`src/rtl/gps_uart_rx.sv`:
```
// 8N1 serial receiver for the GPS NMEA stream: synchronises rx, finds the start edge,
// samples each bit at mid-bit and emits one character per frame with valid/error strobes.
module gps_uart_rx #(
  parameter int unsigned CLK_HZ = 50_000_000,
  parameter int unsigned BAUD   = 9600
) (
  input  logic       clk,
  input  logic       rst,
  input  logic       rx,
  output logic [7:0] data,
  output logic       data_valid,
  output logic       frame_err,
  output logic       busy
);

  localparam int unsigned CLKS_PER_BIT = CLK_HZ / BAUD;
  localparam int unsigned HALF         = CLKS_PER_BIT / 2;
  localparam int unsigned CW           = $clog2(CLKS_PER_BIT);
  localparam logic [CW-1:0] CNT_BIT_END  = CW'(CLKS_PER_BIT - 1);
  localparam logic [CW-1:0] CNT_HALF_END = CW'(HALF - 1);

  typedef enum logic [1:0] {
    IDLE  = 2'd0,
    START = 2'd1,
    DATA  = 2'd2,
    STOP  = 2'd3
  } state_t;

  state_t         state;
  logic [CW-1:0]  cnt;
  logic [2:0]     bit_cnt;
  logic [7:0]     shreg;
  logic           rx_meta;
  logic           rx_s;
  logic           rx_p;
  logic [1:0]     settle_cnt;
  logic           start_edge;

  // Start edges are ignored until rx_p holds a real line sample rather than a reset value,
  // so a line that is low when reset releases cannot fake a falling edge.
  assign start_edge = (settle_cnt == 2'd3) && rx_p && !rx_s;

  // Two-flop synchroniser, one-cycle delayed copy for edge detection, and post-reset settle count.
  always_ff @(posedge clk) begin
    if (rst) begin
      rx_meta    <= 1'b1;
      rx_s       <= 1'b1;
      rx_p       <= 1'b0;
      settle_cnt <= 2'd0;
    end else begin
      rx_meta <= rx;
      rx_s    <= rx_meta;
      rx_p    <= rx_s;
      if (settle_cnt != 2'd3) begin
        settle_cnt <= settle_cnt + 2'd1;
      end else begin
        settle_cnt <= settle_cnt;
      end
    end
  end

  // Frame FSM with registered character, strobes and busy flag.
  always_ff @(posedge clk) begin
    if (rst) begin
      state      <= IDLE;
      cnt        <= '0;
      bit_cnt    <= 3'd0;
      shreg      <= 8'h00;
      data       <= 8'h00;
      data_valid <= 1'b0;
      frame_err  <= 1'b0;
      busy       <= 1'b0;
    end else begin
      data_valid <= 1'b0;
      frame_err  <= 1'b0;
      case (state)
        IDLE: begin
          cnt <= '0;
          if (start_edge) begin
            state <= START;
            busy  <= 1'b1;
          end else begin
            busy <= 1'b0;
          end
        end
        START: begin
          if (cnt == CNT_HALF_END) begin
            cnt <= '0;
            if (!rx_s) begin
              state   <= DATA;
              bit_cnt <= 3'd0;
            end else begin
              state <= IDLE;
              busy  <= 1'b0;
            end
          end else begin
            cnt <= cnt + CW'(1);
          end
        end
        DATA: begin
          if (cnt == CNT_BIT_END) begin
            cnt   <= '0;
            shreg <= {rx_s, shreg[7:1]};
            if (bit_cnt == 3'd7) begin
              state <= STOP;
            end else begin
              bit_cnt <= bit_cnt + 3'd1;
            end
          end else begin
            cnt <= cnt + CW'(1);
          end
        end
        STOP: begin
          // Leaving at mid-stop-bit gives half a bit of slack for a back-to-back start edge.
          if (cnt == CNT_BIT_END) begin
            cnt   <= '0;
            state <= IDLE;
            busy  <= 1'b0;
            if (rx_s) begin
              data       <= shreg;
              data_valid <= 1'b1;
            end else begin
              frame_err <= 1'b1;
            end
          end else begin
            cnt <= cnt + CW'(1);
          end
        end
        default: begin
          state <= IDLE;
          cnt   <= '0;
          busy  <= 1'b0;
        end
      endcase
    end
  end

endmodule

```
`config.mk`:
```
export PLATFORM = sky130hd
export DESIGN_NAME = gps_uart_rx
export DESIGN_NICKNAME = d
export VERILOG_FILES = /design/src/rtl/gps_uart_rx.sv
export SDC_FILE = /design/constraint.sdc
export NUM_CORES = 1
export LEC_CHECK = 0
export BUFFER_PORTS_ARGS = -buffer_cell sky130_fd_sc_hd__buf_4
export CAP_MARGIN = 20
export CORE_UTILIZATION = 46
export CTS_CLUSTER_SIZE = 25
export DETAILED_ROUTE_END_ITERATION = 12
export GPL_ROUTABILITY_DRIVEN = 1
export GPL_TIMING_DRIVEN = 0
export PLACE_DENSITY = 0.67
export SYNTH_ARGS = -nofsm -noshare
export SYNTH_HDL_FRONTEND = slang
export SYNTH_SLANG_ARGS = --single-unit
```
`constraint.sdc`:
```
create_clock -name clk -period 1.9 [get_ports clk]
set_input_delay 0.475 -clock clk [delete_from_list [all_inputs] [get_ports clk]]
set_output_delay 0.475 -clock clk [all_outputs]
set_load 0.005 [all_outputs]
```
## After elaboration in Yosys (flattened, before gate mapping)

Cells that the tools add are included.

| storage, ports and cells | value |
|---|---|
| bits in registers | 42 |
| bits in latches | 0 |
| memory bits (writable) | 0 |
| memory bits (read-only) | 0 |
| input bits | 3 |
| output and inout port bits | 11 |
| word-level logic and storage cells | 68 |
| memories | 0 |

| operators by class | value |
|---|---|
| $add $sub $neg | 3 |
| multipliers | 0 |
| divide/modulo/power cells | 0 |
| order comparisons | 0 |
| eq/ne operators | 16 |
| shift-type cells | 0 |
| mux-type cells | 22 |
| bitwise operators | 2 |
| reduce and logical (&&, ||, !) cells | 13 |

Operator list:

| operator | number |
|---|---|
| $pmux 13 s3 | 1 |
| $mux 13 | 2 |
| $ne 2x2->1 const B | 9 |
| $add 13x1->13 const B | 1 |
| $eq 13x12->1 const B | 1 |
| $eq 13x13->1 const B | 1 |
| $mux 2 | 6 |
| $mux 3 | 4 |
| $reduce_and 5->1 | 2 |
| $pmux 2 s4 | 1 |
| $eq 2x2->1 const B | 3 |
| $mux 1 | 6 |
| $pmux 3 s2 | 1 |
| $reduce_and 4->1 | 1 |
| $add 3x1->3 const B | 1 |
| $eq 3x3->1 const B | 1 |
| $pmux 1 s3 | 1 |
| $reduce_and 3->1 | 1 |
| $reduce_bool 3->1 | 1 |
| $reduce_or 3->1 | 1 |
| $add 2x1->2 const B | 1 |
| $eq 2x1->1 const B | 1 |
| $logic_and 1x1->1 | 2 |
| $logic_not 2->1 | 1 |
| 5 further kinds | 6 |

## Longest topological paths before layout

Gate-level depths: netlist of the first run.

| depth | value |
|---|---|
| word-level depth | 5 |
| mapped depth | 6 |
| depth with buffers taken out | 5 |

## Worst setup path after synthesis of the first run

OpenSTA, ideal clock, no wires.

| path | value |
|---|---|
| path type | register -> register |
| start | register cnt[0] |
| end | register bit_cnt[1] |
| library setup time | 72 ps |
| arrival | 1409 ps |
| data required time | 1828 ps |
| slack | 419 ps |
| stages on the path, launching flop included | 7 |
| path buffers | 1 |
| period minus slack after synthesis | 1481 ps |
| path through | dfxtp_1 -> ha_1 -> and4_2 -> nand4_2 -> buf_6 -> o22ai_4 -> mux2i_1 |

| on the way | value |
|---|---|
| word-level cells in the longest chain between the ends | 3 |
| elaborated cells on any way between the ends | 5 |
| those cells by class | eq/ne (4); reduce/logical (1) |

RTL lines:

| element | line | source |
|---|---|---|
| start, declared | 30 | `logic [CW-1:0] cnt;` |
| start signal, assigned | 97 | `cnt <= cnt + CW'(1);` |
| start signal, assigned | 110 | `cnt <= cnt + CW'(1);` |
| start signal, assigned | 126 | `cnt <= cnt + CW'(1);` |
| $eq 13x13->1 or $eq 13x12->1 (tied branches) | 101, 87 |  |
| $ne 2x2->1 (no source line) | n/a |  |
| $reduce_and 5->1 (no source line) (*) | n/a |  |
| end signal, assigned | 107 | `bit_cnt <= bit_cnt + 3'd1;` |
| end, declared | 31 | `logic [2:0] bit_cnt;` |

Every way passes the cells marked *; elsewhere a longest branch is shown, timed or not.
A chain may end at the register's enable or synchronous reset.

## Worst setup path after layout of the first run

| path | value |
|---|---|
| start | register cnt[0] |
| end | register bit_cnt[2] |

The elaborated chain is that of the path after synthesis.

==> flow_summary.ini, run 1 <==
[yosys]
ys_types = 48
yosys.area_share.simple_pct = 25.8
synth_common_cells = 42 x dfxtp_1, 28 x nor2_1, 12 x mux2i_1, 12 x nand4_1, 10 x a21oi_1
ys_ff_latch = 42
netlist_area_um2 = 1910
synth_top_family_by_area = simple AND/OR/NAND/NOR gates
yosys_most_used_dff = dfxtp_1
synthAdderAreaFrac_pct = 2.62
synth_edf_count = 0
synth_warnings = 0
yosysSeqAreaShare_pct = 44.0
synth_area_leader_cell = dfxtp_1
synthArstFlopShare_pct = 0
synth.area.mux_share_pct = 6.29
synth_most_common_cell = dfxtp_1
syn_avg_cell_area_um2 = 9.69
synth_compound_area_share_pct = 10.7
synth_top_cell_area_share_pct = 44.0
synthXorXnorAreaFrac_pct = 5.50
syn_nets = 204
postSynthCellCount = 197
ys_top_cells_by_area = dfxtp_1 44%, mux2i_1 6.3%, nor2_1 5.5%

[setup_path]
crit_fanout = 10
worst_ep_arrival_time_ns = 1.92
critPathLaunchType = flip-flop
end_kind = flip-flop
criticalPathCategory = flip-flop to flip-flop
critPathRequiredTime_ns = 2.11
rrSetupSlack_ns = 0.19

[routing]
routed_via_density = 5.34
drtIter0Drc = 62
drc = 0
num_vias = 1427
firstDrtPassIters = 4
wl_mm = 3.48
avgRoutedWirePerCell_um = 13.0
ant_nets = 0

[power]
switching_share_pct = 20.7
p_per_area_nw_per_um2 = 757
switchingPower_w = 0.000341
pwr-share-comb_pct = 3.0
p_seq_share_pct = 54.5
clkPwrFrac_pct = 42.5
power.internal_w = 0.00131
ir_drop_mv = 0.571
p_leak_nw = 0.854

[placement]
placed_cell_area_um2 = 2070
io_buffers = 13
gp_congestion = 0.770
dp_hpwl_mm = 2.48

[die]
die_h_um = 66.4
dieArea_um2 = 4410
rows = 23
ioPinCount = 14
core_um2 = 4000
initial_core_util_pct = 47.7
die_w_um = 66.4

[timing]
period_share_pct = 90.0
fmax_mhz = 585
grt_setup_unrepaired = no
setup_viol = 0
skew_ns = 0.00925
tightest_slew_ns = 0.445
min_period_ns = 1.71
holdWs_ns = 0.366
fin_setup_tns_ns = 0
hold_viol_final = 0
slew_headroom_pct = 70.3
slew_violations = 0

[clock_tree]
clock_sinks = 42
cts_buffers = 5
clock_path_buffers = 2
clkLatencyLatePin_ns = 0.29
cts_tree = yes
clkTransAtPathRegs_ns = 0.08
htreeDepth = 2
post_cts_buffers = 0
clockRootBuffer = clkbuf_8
cts_resized = 0
cts_hold_buf = 0

[layout]
utilization_pct = 54.5
area_delta_synth_final_pct = 14.1
drive_gt1_share_pct = 20.7
fin_area_um2 = 2180
n_fill_cell = 373
antenna_cells = 0
nets = 223

[global_routing]
grt_max_degree = 15
met1_usage_pct = 24.4
grt_pass1_wl_mm = 5.90
antenna_found_initial = 0
grt-busiest-layer = met2
grt_pass1_vias = 1309
grt-ovfl-total = 0
grtUsageMet2_pct = 26.4
grtUsageTotal_pct = 17.5
grt_util_met3_pct = 4.14

[worst_hold_path]
hold_path_class = primary input to flip-flop

[job]
cap_viol_max_count = 0

[outcome]
status = complete, no violations
## sequential cells by signal, summed over array words and instances (netlist names), 2 cells and up, named ones only
signal,flops
data,8
shreg,8
settle_cnt,2
bit_cnt,3
cnt,13
## kinds of logic (layout without fill, tap and decap cells)
family	count (synthesis)	in the layout
buffers and inverters	16	36
AND/OR/NAND/NOR	82	82
adder cells (fa/ha/maj)	4	4
XOR/XNOR	12	12
multiplexers	12	12
flip-flops	42	42
AO/OA/AOI/OAI	29	29
## worst max-delay path, stage by stage, from the launching register on
cell and delay, ns:
dfxtp_1 0.35, ha_1 0.29, and4_2 0.31, nand4_2 0.11, buf_6 0.19, o22ai_4 0.18
mux2i_1 0.21
## metal layers
metal | part of all wire, % | up-vias
met5 | 0 | -
met4 | 0.80 | 0
met3 | 2.1 | 2
met2 | 46 | 10
met1 | 51 | 672
li1 | - | 743
## per-stage QoR
stage	total power (W)	instances	setup WS, ns
after CTS	0.00167	268	0.108
after global placement	0.000969	260	0.170
after floorplan	0.000956	197	0.419
after detailed placement	0.000971	260	0.142
final	0.00165	267	0.189
after global routing	0.00172	267	0.0351
## power groups by stage
| stage | logic (W) | registers [W] | clock network (W) |
|---|---|---|---|
| 2_1_floorplan | 0.0000371 | 0.000919 | 0 |
| 3_5_place_dp | 0.0000507 | 0.000920 | 0 |
| 3_3_place_gp | 0.0000490 | 0.000920 | 0 |
| 5_1_grt | 0.0000562 | 0.000901 | 0.000766 |
| 4_1_cts | 0.0000506 | 0.000899 | 0.000724 |
| 6_report | 0.0000494 | 0.000899 | 0.000700 |
## final timing paths
path	start	to	depth (start not counted)
worst max-delay path	cnt[0]$_SDFF_PP0_	bit_cnt[2]$_SDFFE_PP0P_	6
worst min-delay path	rx	rx_meta$_SDFF_PP1_	2
worst max register to register	cnt[0]$_SDFF_PP0_	bit_cnt[2]$_SDFFE_PP0P_	6
worst min register to register	rx_meta$_SDFF_PP1_	rx_s$_SDFF_PP1_	1
## layout make-up
class	instances	area (um2)	share of cell area (%)
Clock buffer	5	68.8	3.16
Tap cell	50	62.6	2.87
Timing Repair Buffer	13	97.6	4.48
Inverter	3	11.3	0.517
Sequential cell	42	841	38.6
Buffer	12	82.6	3.79
Multi-Input combinational cell	139	971	44.6
Clock inverter	3	43.8	2.01
## cells in the final DEF (no fill, tap or decap), types with 2 or more instances in the layout
master and count:
ha_1 4, buf_4 15, nand2_1 5, nand2b_1 2, a21oi_1 10, inv_1 3
nor2_1 28, dfxtp_1 42, nand3_1 6, and3_1 3, nand4_2 2, clkbuf_8 7
o21ai_0 2, nand4_1 12, and3_2 2, and2_1 2, or2_2 2, mux2i_1 12
clkbuf_1 5, nor4b_2 2, xnor2_1 5, o31ai_1 8, nor3_1 3, and2b_2 2
xor2_1 7
(Power assumes the default switching activity.)
==> inputs of run 2 (changes only) <==
- PLACE_DENSITY: 0.67 -> default
==> run 2 against run 1 <==
  * Clock skew fell by 0.0026 ns
  * Via count increased by 1.8%
  * Critical path depth did not move
  * Non-clock buffer count unchanged
  * Flip-flop and latch count did not move
  * Core utilization down 0.53 points
  * Count of clock-buffer cells in the layout grew 2
  * Die area unchanged
  * Critical endpoint is now cnt[7]$_SDFF_PP0_
  * Final cell count unchanged
  * Global-route usage increased by 0.67 points
==> flow_summary.ini, run 2 (synthesis results as in run 1) <==
[placement]
dp_slack_ns = 0.146
dp_hpwl_mm = 2.57
gp_congestion = 0.769
io_buffers = 13

[timing]
hold_viol_final = 0
min_period_ns = 1.74
setup_viol = 0
slew_violations = 0
fin_setup_tns_ns = 0
slew_headroom_pct = 70.0
layout_setup_ws_ns = 0.162
holdWs_ns = 0.370
grt_setup_unrepaired = no
fmax_mhz = 575
skew_ns = 0.00664
tightest_slew_ns = 0.451
period_share_pct = 91.5

[worst_hold_path]
worstHoldStart = rx
hold_path_class = primary input to flip-flop
hold_path_end = rx_meta$_SDFF_PP1_
worstHoldPathCells = 2

[routing]
firstDrtPassIters = 4
wl_mm = 3.49
ant_nets = 0
drc = 0
drtIter0Drc = 99
avgRoutedWirePerCell_um = 13.1
routed_via_density = 5.44
num_vias = 1452

[global_routing]
grt_pass1_wl_mm = 5.95
grt_pass1_vias = 1309
grtUsageTotal_pct = 18.2
grt_max_degree = 13
antenna_found_initial = 0
grt-ovfl-total = 0

[setup_path]
end_kind = flip-flop
rrSetupSlack_ns = 0.16
r2r_end = cnt[7]$_SDFF_PP0_
worst_ep_arrival_time_ns = 1.92
critPathRequiredTime_ns = 2.09
reg2regPathDepth = 6
critPathLaunchType = flip-flop
crit_fanout = 10
r2r_start = cnt[0]$_SDFF_PP0_
criticalPathCategory = flip-flop to flip-flop

[clock_tree]
clkTransAtPathRegs_ns = 0.08
clock_path_buffers = 2
clockRootBuffer = clkbuf_8
htreeDepth = 2
cts_hold_buf = 0
clock_sinks = 42
cts_tree = yes
cts_resized = 0
clkLatencyLatePin_ns = 0.29
cts_buffers = 5
post_cts_buffers = 0

[layout]
final_cell_mix = 42 x dfxtp_1, 28 x nor2_1, 15 x buf_4
largest_register = cnt
layout_top_registers = cnt (13), data (8), shreg (8)
n_fill_cell = 370
nets = 223
multi_input_area_um2 = 971
antenna_cells = 0
area_delta_synth_final_pct = 13.0
drive_gt1_share_pct = 20.3
ff_latch_area_um2 = 841
largest_reg_flops = 13
mostFrequentLayoutCell = dfxtp_1

[outcome]
status = complete, no violations

[die]
rows = 23
die_h_um = 66.4
initial_core_util_pct = 47.7
die_w_um = 66.4
core_um2 = 4000
dieArea_um2 = 4410
ioPinCount = 14

[power]
p_leak_nw = 0.844
p_seq_share_pct = 58.8
p_per_area_nw_per_um2 = 709
power_w = 0.00153
ir_drop_mv = 0.538
clkPwrFrac_pct = 37.9
power.internal_w = 0.00121
switchingPower_w = 0.000322
pwr-share-comb_pct = 3.3
switching_share_pct = 21.1

[job]
cap_viol_max_count = 0
[run 2: cell types whose count changed in the layout (fill, tap and decap cells not counted)]
cell | previous run | this run
clkbuf_1 | 5 | 6
inv_6 | 1 | 0
clkbuf_8 | 7 | 8
bufinv_16 | 1 | 0
[run 2: worst max path at each step]
stage / from / endpoint / slack (ns) / depth (start not counted)
after floorplan: cnt[0]$_SDFF_PP0_ / bit_cnt[1]$_SDFFE_PP0P_ / 0.42 / 6
after global placement: cnt[0]$_SDFF_PP0_ / cnt[11]$_SDFF_PP0_ / 0.20 / 6
after detailed placement: cnt[0]$_SDFF_PP0_ / data[2]$_SDFFE_PP0P_ / 0.15 / 6
after CTS: cnt[0]$_SDFF_PP0_ / data[2]$_SDFFE_PP0P_ / 0.12 / 6
after global routing: cnt[0]$_SDFF_PP0_ / cnt[7]$_SDFF_PP0_ / 0.005 / 6
final: cnt[0]$_SDFF_PP0_ / cnt[7]$_SDFF_PP0_ / 0.16 / 6
[run 2: area by class of cell]
cell class / instances / share of cell area [%]
timing repair buffer: 13 / 4.52
tap: 50 / 2.90
multi-input combinational: 139 / 45.0
sequential: 42 / 39.0
clock inverter: 1 / 0.232
buffer: 12 / 3.83
inverter: 3 / 0.522
clock buffer: 7 / 4.00
[run 2: metrics by stage]
stage | area [um2] | util [%] | std cells
finish | 2160 | 53.9 | 267
CTS | 2160 | 54.0 | 268
detailed placement | 2070 | 51.7 | 260
global route | 2160 | 53.9 | 267
floorplan | 1910 | - | 197
global placement | 2070 | 51.7 | 260
[run 2: layer usage]
metal / track usage (%) / vias up / part of all wire [%]
li1: - / 745 / -
met4: 7.18 / 0 / 1.9
met3: 5.86 / 7 / 4.3
met1: 25.0 / 672 / 52
met5: 0 / - / 0
met2: 26.0 / 28 / 42
[run 2: power groups by stage]
stage          logic (W)  clock network, W  registers [W]
6_report       0.0000505          0.000580       0.000900
4_1_cts        0.0000517          0.000600       0.000900
3_5_place_dp   0.0000514                 0       0.000921
2_1_floorplan  0.0000371                 0       0.000919
3_3_place_gp   0.0000478                 0       0.000919
5_1_grt        0.0000571          0.000649       0.000901
[run 2: worst max-delay path, cell delays in order, from the launching register on]
cell,delay (ns)
dfxtp_1,0.36
ha_1,0.30
and4_2,0.31
a31oi_1,0.15
o21ai_2,0.24
buf_4,0.21
nor2_1,0.07
